## src/rtl/lif_pkg.sv

```systemverilog
// Shared constants and types for the spike-rate decoder: channel count,
// default window size, count-width derivation and the result-holding state.
package lif_pkg;

    localparam int NUM_CH       = 4;
    localparam int CH_IDX_W     = $clog2(NUM_CH);
    localparam int WIN_LOG2_DEF = 4;

    // One extra bit so a count of 2^WIN_LOG2 would still fit.
    function automatic int cnt_w_of(input int win_log2);
        return win_log2 + 1;
    endfunction

    localparam int CNT_W_DEF = cnt_w_of(WIN_LOG2_DEF);

    typedef enum logic {
        RES_EMPTY,
        RES_FULL
    } res_state_t;

endpackage

```

## src/rtl/spike_rate_decoder_if.sv

```systemverilog
// Spike inputs, window enable and the valid/ready result channel of the decoder.
interface spike_rate_decoder_if
    import lif_pkg::*;
#(
    parameter int CNT_W = CNT_W_DEF
) ();

    logic                      en;
    logic [NUM_CH-1:0]         spike_in;
    logic                      res_ready;
    logic                      res_valid;
    logic [NUM_CH*CNT_W-1:0]   rate;
    logic [CH_IDX_W-1:0]       winner;
    logic                      overrun;

    modport master (
        input  en,
        input  spike_in,
        input  res_ready,
        output res_valid,
        output rate,
        output winner,
        output overrun
    );

    modport slave (
        output en,
        output spike_in,
        output res_ready,
        input  res_valid,
        input  rate,
        input  winner,
        input  overrun
    );

endinterface

```

## src/rtl/spike_edge_counter.sv

```systemverilog
// One channel: registers the spike line, detects rising edges and counts them
// with a synchronous clear at window close.
module spike_edge_counter
    import lif_pkg::*;
#(
    parameter int CNT_W = CNT_W_DEF
) (
    input  logic             clk,
    input  logic             reset,
    input  logic             en,
    input  logic             spike,
    input  logic             clear,
    output logic [CNT_W-1:0] count_next
);

    logic             spike_p0;
    logic             spike_p1;
    logic             evt;
    logic [CNT_W-1:0] count_q;

    // Stage p0: input sample; p1: previous sample for edge detection
    always_ff @(posedge clk) begin
        if (reset) begin
            spike_p0 <= 1'b0;
            spike_p1 <= 1'b0;
        end else begin
            spike_p0 <= spike;
            spike_p1 <= spike_p0;
        end
    end

    assign evt        = en & spike_p0 & ~spike_p1;
    assign count_next = count_q + CNT_W'(evt);

    // Count stage: on clear the current event goes out via count_next, not into the next window
    always_ff @(posedge clk) begin
        if (reset || clear) begin
            count_q <= '0;
        end else begin
            count_q <= count_next;
        end
    end

endmodule

```

## src/rtl/spike_rate_decoder.sv

```systemverilog
// Windowed spike-rate decoder: counts rising edges per channel over 2^WIN_LOG2
// enabled cycles and hands each window's counts plus the busiest channel to a consumer.
module spike_rate_decoder
    import lif_pkg::*;
#(
    parameter  int WIN_LOG2 = WIN_LOG2_DEF,
    localparam int CNT_W    = cnt_w_of(WIN_LOG2)
) (
    input  logic                  clk,
    input  logic                  reset,
    spike_rate_decoder_if.master  bus
);

    logic [WIN_LOG2-1:0]       win_cnt;
    logic                      close;
    logic [NUM_CH*CNT_W-1:0]   counts_next;
    logic [NUM_CH*CNT_W-1:0]   rate_q;
    logic [CH_IDX_W-1:0]       winner_q;
    logic                      overrun_q;
    logic                      overrun_set;
    res_state_t                res_state;
    res_state_t                res_state_nxt;

    // Strict greater-than keeps the lowest index on ties.
    function automatic logic [CH_IDX_W-1:0] pick_winner(input logic [NUM_CH*CNT_W-1:0] counts);
        logic [CH_IDX_W-1:0] best;
        logic [CNT_W-1:0]    best_cnt;
        best     = '0;
        best_cnt = counts[CNT_W-1:0];
        for (int i = 1; i < NUM_CH; i++) begin
            if (counts[i*CNT_W +: CNT_W] > best_cnt) begin
                best     = CH_IDX_W'(i);
                best_cnt = counts[i*CNT_W +: CNT_W];
            end
        end
        return best;
    endfunction

    for (genvar ch = 0; ch < NUM_CH; ch++) begin : g_ch
        spike_edge_counter #(
            .CNT_W (CNT_W)
        ) u_cnt (
            .clk        (clk),
            .reset      (reset),
            .en         (bus.en),
            .spike      (bus.spike_in[ch]),
            .clear      (close),
            .count_next (counts_next[ch*CNT_W +: CNT_W])
        );
    end

    assign close = bus.en && (win_cnt == '1);

    always_comb begin
        res_state_nxt = res_state;
        overrun_set   = 1'b0;
        case (res_state)
            RES_EMPTY: begin
                if (close) begin
                    res_state_nxt = RES_FULL;
                end
            end
            RES_FULL: begin
                if (close) begin
                    res_state_nxt = RES_FULL;
                    overrun_set   = ~bus.res_ready;
                end else if (bus.res_ready) begin
                    res_state_nxt = RES_EMPTY;
                end
            end
            default: begin
                res_state_nxt = RES_EMPTY;
            end
        endcase
    end

    // Result stage: window counter, result registers and handshake state
    always_ff @(posedge clk) begin
        if (reset) begin
            win_cnt   <= '0;
            res_state <= RES_EMPTY;
            rate_q    <= '0;
            winner_q  <= '0;
            overrun_q <= 1'b0;
        end else begin
            if (bus.en) begin
                win_cnt <= win_cnt + WIN_LOG2'(1);
            end
            res_state <= res_state_nxt;
            if (close) begin
                rate_q   <= counts_next;
                winner_q <= pick_winner(counts_next);
            end
            if (overrun_set) begin
                overrun_q <= 1'b1;
            end
        end
    end

    assign bus.res_valid = (res_state == RES_FULL);
    assign bus.rate      = rate_q;
    assign bus.winner    = winner_q;
    assign bus.overrun   = overrun_q;

endmodule
```

## src/flat_wrapper.sv

```systemverilog
// flat-port wrapper written by rule: the top's interface ports become plain ports
module spike_rate_decoder_flat import lif_pkg::*;
#(
    parameter  int WIN_LOG2 = WIN_LOG2_DEF,
    localparam int CNT_W    = cnt_w_of(WIN_LOG2)
)
  (clk, reset, bus_en, bus_spike_in, bus_res_ready, bus_res_valid, bus_rate, bus_winner, bus_overrun);
  spike_rate_decoder_if bus_i ();
  input  logic clk;
  input  logic reset;
  input wire logic [$bits(bus_i.en)-1:0] bus_en;
  input wire logic [$bits(bus_i.spike_in)-1:0] bus_spike_in;
  input wire logic [$bits(bus_i.res_ready)-1:0] bus_res_ready;
  output wire logic [$bits(bus_i.res_valid)-1:0] bus_res_valid;
  output wire logic [$bits(bus_i.rate)-1:0] bus_rate;
  output wire logic [$bits(bus_i.winner)-1:0] bus_winner;
  output wire logic [$bits(bus_i.overrun)-1:0] bus_overrun;
  assign bus_i.en = bus_en;
  assign bus_i.spike_in = bus_spike_in;
  assign bus_i.res_ready = bus_res_ready;
  assign bus_res_valid = bus_i.res_valid;
  assign bus_rate = bus_i.rate;
  assign bus_winner = bus_i.winner;
  assign bus_overrun = bus_i.overrun;
  spike_rate_decoder #(.WIN_LOG2(WIN_LOG2)) u_core (.clk(clk), .reset(reset), .bus(bus_i));
endmodule
```

## config.mk

```make
export PLATFORM = sky130hd
export DESIGN_NAME = spike_rate_decoder_flat
export DESIGN_NICKNAME = d
export VERILOG_FILES = /design/src/rtl/lif_pkg.sv /design/src/rtl/spike_rate_decoder_if.sv /design/src/rtl/spike_edge_counter.sv /design/src/rtl/spike_rate_decoder.sv /design/src/flat_wrapper.sv
export SDC_FILE = /design/constraint.sdc
export NUM_CORES = 1
export LEC_CHECK = 0
export BUFFER_PORTS_ARGS = -buffer_cell sky130_fd_sc_hd__buf_2
export CORE_UTILIZATION = 46
export CTS_BUF_LIST = sky130_fd_sc_hd__clkbuf_2 sky130_fd_sc_hd__clkbuf_4 sky130_fd_sc_hd__clkbuf_8
export DETAILED_ROUTE_END_ITERATION = 12
export HOLD_SLACK_MARGIN = 0.06
export PLACE_DENSITY = 0.74
export SLEW_MARGIN = 15
export SYNTH_ARGS = -nofsm -noshare
export SYNTH_HDL_FRONTEND = slang
export SYNTH_SLANG_ARGS = --single-unit
```

## constraint.sdc

```tcl
create_clock -name clk -period 9.8 [get_ports clk]
set_input_delay 0.98 -clock clk [delete_from_list [all_inputs] [get_ports clk]]
set_output_delay 0.98 -clock clk [all_outputs]
set_load 0.03 [all_outputs]
```

==> run metrics, run 1 <==
PD cells 143 nW/µm²; first-pass GRT wire length 8.21 mm; worst skew pair latency 0.30 ns; Die Ht 76.1 µm; CTS Buf Count 5; Setup Buffers After CTS 0; Synth Instances 274; CP endpoint kind register; wire length per cell 12.2 µm; drt first pass iters 4; initial antenna violation count 0; Synth top cells by count dfxtp_1 (56), nor2_1 (44), nand2_1 (24); Crit path arrival time 6.32 ns; Max Clock Freq 162 MHz; leak pwr 1.25 nW; CTS max path bufs 2; initial core utilization 48.5%; cell taking the most area after synthesis dfxtp_1; Syn Area/Cell 9.22 µm²; Worst setup SP type primary input; most frequent cell after synthesis dfxtp_1; Min-Delay Path Depth 2; CP required 9.96 ns; synthesized cell area 2530 µm²; Peak VDD IR 0.0000910 V; drt drc 0; Synth top area share 44.4%; Vias 1856; dpl cells 364; maximum fanout along the worst path 10; ANT cells 0; grt ovf 0; Via density 5.00; vias in the first global route 1816; largest cells by area after synthesis dfxtp_1 (44%), ha_1 (11%), nor2_1 (6.5%); Port Buffer Count 31; core area 5200 µm²; post-synthesis async set-or-reset flop share 0%; Final Max Tran Viols 0; Total GRT Usage 17.7%; CP Class in2reg; Die X 76.1 µm; Synth warnings 0; Worst Hold Class reg2reg; PostCTS Resize Cnt 0; RSZ-0062 raised after global routing false; DRT iter0 DRCs 90; layout cells sized above 1 17.9%; Top Ports 32; number of max-cap violations 0; CTS tree built; Hold Vio Cnt, Final 0; clock skew 0.00366 ns; number of synthesized flops with an enable pin 0; status completed; Max-Slew Margin vs Limit 54.3%; Net Count, Synth 305; final instance count without filler cells 371; setup TNS after final layout 0 ns; routed wire length 4.54 mm; hold_buf cts 0; HPWL after DPL 3.35 mm; full die area 5790 µm²; Final Setup Violations 0; clk sink count 56; Period minus WS final 6.16 ns; final net count 332; Area growth, synth to finish 11.9%; Placer Congestion 0.869; row count 26; CTS clk-pin slew, worst paths 0.09 ns; Synth cell types 37; CTS Root Cell clkbuf_8; final worst path period share 62.9%; Reg2Reg Depth 27; Slew @ Worst Pin 0.685 ns; post-synthesis register bit count 56; sequential fraction of the synthesis area 44.4%; final antenna-violating net count 0; pin count of the biggest net entering global routing 39; htree depth 2; most used flip-flop cell after synthesis dfxtp_1
[logic make-up after synthesis]
| group | share of synthesized area [%] |
|---|---|
| XOR/XNOR | 6.84 |
| multiplexers | 4.06 |
| flip-flops | 44.4 |
| AO/OA/AOI/OAI | 10.5 |
| AND/OR/NAND/NOR | 19.0 |
| buffers and inverters | 3.86 |
| adder cells (fa/ha/maj) | 11.4 |
[stage by stage]
stage          worst slack, ns  hold slack [ns]  util (%)  total power, mW  cell area, µm²
2_1_floorplan             3.72            0.430         -            0.270            2530
3_3_place_gp              3.54            0.445      52.5            0.277            2730
3_5_place_dp              3.30            0.448      52.5            0.278            2730
4_1_cts                   3.64            0.462      54.3            0.409            2830
5_1_grt                   3.10            0.491      54.3            0.428            2830
6_report                  3.64            0.461      54.3            0.404            2830
[power by group]
group	internal, mW	total, mW	switching, mW
combinational	0.0189	0.0397	0.0208
clock	0.0630	0.131	0.0680
sequential	0.231	0.233	0.00184
[area by class of cell]
class | count | area, µm²
fillers | 506 | 2380
flip-flops and latches | 56 | 1120
well taps | 70 | 87.6
clock buffers | 7 | 96.3
multi-input cells | 192 | 1310
repair buffers | 32 | 163
inverters | 14 | 52.6
[critical path: stages]
cell,delay (ns)
buf_2,0.18
nand2_1,0.08
nor2_1,0.10
ha_1,0.19
ha_1,0.19
nand3_1,0.10
xor2_1,0.25
inv_1,0.07
ha_1,0.32
nand3_1,0.09
or3_4,0.34
a32oi_2,0.28
mux2i_1,0.28
ha_1,0.28
nor2b_1,0.13
o21a_1,0.15
o21ai_0,0.14
nand2b_1,0.09
o21ai_1,0.45
mux2_4,0.35
ha_1,0.28
nor2b_1,0.13
o21a_1,0.16
o21a_1,0.15
o21ai_0,0.14
inv_1,0.05
o221ai_1,0.23
a31oi_1,0.12
[routing by layer]
| metal | up-vias | wire length [µm] | global-route usage [%] |
|---|---|---|---|
| met4 | 0 | 96 | 7.50 |
| met5 | - | 0 | 0 |
| met3 | 10 | 200 | 4.31 |
| li1 | 962 | - | - |
| met2 | 48 | 2000 | 28.0 |
| met1 | 836 | 2240 | 22.9 |
[registers in the layout, summed over array words and instances (netlist names)]
| name | flops |
|---|---|
| u_core.bus.winner | 2 |
| u_core.g_ch.u_cnt.count_q | 20 |
| u_core.bus.res_valid | 1 |
| u_core.bus.rate | 20 |
| u_core.g_ch.u_cnt.spike_p0 | 4 |
| u_core.g_ch.u_cnt.spike_p1 | 4 |
| u_core.bus.overrun | 1 |
| u_core.win_cnt | 4 |
[layout by cell type, fill, tap and decap left out, drive strengths merged]
cell      n
mux2      7
a211oi   12
mux2i     2
a21oi    11
o21bai    1
and3b     1
clkbuf    7
nand3    12
a31oi     2
and2      4
and4      1
a2bb2oi   1
a32oi     1
inv      14
nand2    24
a21o      1
nand2b    3
dfxtp    56
buf      32
and3      1
o221ai    1
nor2     44
nand4     2
o22a      1
nor2b    10
o21ai     5
xnor2     8
ha       23
o21a      3
xor2     10
or3       1
[worst paths after layout]
path | from | to | slack, ns
worst max register to register | u_core.g_ch[1].u_cnt.spike_p0$_SDFF_PP0_ | u_core.bus.winner[0]$_SDFFE_PP0P_ | 4.18
worst min register to register | u_core.bus.rate[16]$_SDFFE_PP0P_ | u_core.bus.rate[16]$_SDFFE_PP0P_ | 0.46
worst max-delay path | bus_en | u_core.bus.winner[0]$_SDFFE_PP0P_ | 3.64
worst min-delay path | u_core.bus.rate[16]$_SDFFE_PP0P_ | u_core.bus.rate[16]$_SDFFE_PP0P_ | 0.46
(Power assumes the default switching activity.)
==> inputs of run 2 (changes only) <==
--- a/config.mk
+++ b/config.mk
@@ -10,7 +10,7 @@
 export CTS_BUF_LIST = sky130_fd_sc_hd__clkbuf_2 sky130_fd_sc_hd__clkbuf_4 sky130_fd_sc_hd__clkbuf_8
 export DETAILED_ROUTE_END_ITERATION = 12
 export HOLD_SLACK_MARGIN = 0.06
-export PLACE_DENSITY = 0.74
+export PLACE_DENSITY = 0.76
 export SLEW_MARGIN = 15
 export SYNTH_ARGS = -nofsm -noshare
 export SYNTH_HDL_FRONTEND = slang
==> constraint.sdc (replaced) <==
create_clock -name clk -period 5.4 [get_ports clk]
set_input_delay 0.54 -clock clk [delete_from_list [all_inputs] [get_ports clk]]
set_output_delay 0.54 -clock clk [all_outputs]
set_load 0.03 [all_outputs]
==> run 2 against run 1 <==
Clock-buffer cell count down 1. Wire length up 2.0%. Critical path depth down 1. Non-clock buffer count up 11. Sequential share of layout area down 1.8 points. Via count up 0.32%. Largest cell class unchanged. Clock skew up 0.0011 ns. Global-route usage down 0.71 points. Critical endpoint unchanged. Power up 85%. Setup slack worse by 3.4 ns. Final cell count up 3.2%. Core utilization up 2.5 points.
==> run metrics, run 2 (synthesis gave the netlist of run 1 again) <==
status completed; Top Usage Layer GRT met2; most common cell after layout, fill and taps aside dfxtp_1; hold_buf cts 0 (unchanged); layout cells sized above 1 23.3% (+5.4 points); final net count 343 (+3.3%); Peak VDD IR 0.000202 V (+120%); full die area 5790 µm² (unchanged); grt ovf 0 (unchanged); dpl cells 373 (+2.5%); initial antenna violation count 0 (unchanged); CTS Buf Count 5 (unchanged); Reg2Reg Launch Point u_core.g_ch[1].u_cnt.spike_p0$_SDFF_PP0_; CP required 5.57 ns (-4.39 ns); DRT iter0 DRCs 62 (-31%); Max Clock Freq 195 MHz; met3 Use GR 3.71% (-0.60 points); Total GRT Usage 16.9% (-0.71 points); Worst setup SP type register; final instance count without filler cells 383 (+3.2%); CTS tree built; PD cells 252 nW/µm² (+77%); crit path from u_core.g_ch[1].u_cnt.spike_p0$_SDFF_PP0_; Max-Slew Margin vs Limit 55.6% (+1.3 points); Crit path arrival time 5.28 ns (-1.04 ns); core area 5200 µm² (unchanged); CTS Root Cell clkbuf_8; Worst Hold Class in2reg; pre-CTS WS -0.220 ns (-3.52 ns); GR Util met2 26.9% (-1.1 points); Area growth, synth to finish 17.1%; worst hold margin 0.439 ns (-0.0219 ns); clock skew 0.00481 ns (+0.00115 ns); vias in the first global route 1762 (-3.0%); Placer Congestion 0.797 (-8.2%); drt drc 0 (unchanged); Final Util 56.9% (+2.5 points); drt first pass iters 4 (unchanged); htree depth 2 (unchanged); initial core utilization 48.5% (unchanged); fillcell total 472 (-6.7%); Period minus WS final 5.12 ns; worst skew pair latency 0.30 ns (about the same); wire length per cell 12.1 µm (-1.2%); Final Max Tran Viols 0 (unchanged); row count 26 (unchanged); clk sink count 56 (unchanged); CP endpoint kind register; Final Setup Violations 0 (unchanged); first-pass GRT wire length 7.84 mm (-4.5%); Die X 76.1 µm (unchanged); CTS clk-pin slew, worst paths 0.09 ns (about the same); Die Ht 76.1 µm (unchanged); Hold Vio Cnt, Final 0 (unchanged); CTS max path bufs 2 (unchanged); number of max-cap violations 0 (unchanged); most frequent cells in the layout dfxtp_1 (56), nor2_1 (44), buf_2 (31), nand2_1 (24), ha_1 (21); Setup WS post-layout 0.281 ns (-3.36 ns); Via density 4.86 (-2.8%); HPWL after DPL 3.41 mm (+1.6%); Port Buffer Count 31 (unchanged); Vias 1862 (+0.32%); setup TNS after final layout 0 ns (unchanged); leak pwr 1.30 nW (+3.3%); Slew @ Worst Pin 0.667 ns (-0.0188 ns); hold_sp bus_spike_in[0]; met1 GRT Util 22.3% (-0.58 points); CP Class reg2reg; ANT cells 0 (unchanged); routed wire length 4.63 mm (+2.0%); maximum fanout along the worst path 3 (-7); final worst path period share 94.8%; Top Ports 32 (unchanged); final antenna-violating net count 0 (unchanged); pin count of the biggest net entering global routing 39 (unchanged)
-- run 2: cell types whose count changed in the layout (fill, tap and decap cells not counted), moves of 2 or more --
cell        previous run  this run
ha_1                  23        21
ha_2                   0         2
buf_4                  1        12
clkinvlp_4             0         2
o21ai_0                4         2
-- run 2: power breakdown --
part	switching, mW	internal, mW
Combinational	0.0461	0.0450
Clock	0.129	0.104
Sequential	0.00328	0.419
-- run 2: worst max-delay path, cell delays in order (launching register included) --
cell and delay (ns):
dfxtp_1 0.34, nand2_1 0.06, nor2_1 0.10, ha_2 0.19, ha_2 0.19, nand3_2 0.08
xor2_2 0.15, inv_1 0.07, ha_1 0.31, nand3_1 0.10, or3_4 0.36, a32oi_4 0.22
mux2i_1 0.29, ha_1 0.28, nor2b_1 0.13, o21a_1 0.16, o21ai_1 0.13, nand2b_1 0.12
o21ai_4 0.16, mux2_4 0.32, ha_1 0.29, nor2b_1 0.14, o21a_1 0.16, o21a_1 0.16
o21ai_1 0.12, inv_1 0.07, o221ai_2 0.17, a31oi_1 0.10
-- run 2: repair_timing --
item | CTS | global route
buffers inserted | 0 | 2
setup endpoints to repair | 0 | 2
resized for setup | 0 | 7
hold endpoints to repair | 0 | 0
-- run 2: path summary, 6_finish.rpt --
kind / slack, ns / to / cells after the start
worst max-delay path: 0.28 / u_core.bus.winner[0]$_SDFFE_PP0P_ / 27
worst min-delay path: 0.44 / u_core.g_ch[0].u_cnt.spike_p0$_SDFF_PP0_ / 2
worst max register to register: 0.28 / u_core.bus.winner[0]$_SDFFE_PP0P_ / 27
worst min register to register: 0.46 / u_core.bus.rate[16]$_SDFFE_PP0P_ / 2
-- run 2: layout make-up --
type,instances,area [µm²],area share [%]
multi-input combinational,192,1360,45.8
sequential,56,1120,37.9
timing repair buffer,43,245,8.29
tap,70,87.6,2.96
clock buffer,6,82.6,2.79
inverter,14,52.6,1.78
clock inverter,2,15.0,0.507
-- run 2: through the flow --
step           total power [mW]  area, µm²
6_report                  0.746       2960
5_1_grt                   0.785       2960
4_1_cts                   0.747       2920
3_5_place_dp              0.515       2820
3_3_place_gp              0.512       2820
2_1_floorplan             0.494       2550
-- run 2: per-layer routing --
metal  up-vias  routed length [µm]
met5         -                   0
met4         0                  83
met3         7                 178
met2        31                2070
met1       835                2310
li1        989                   -
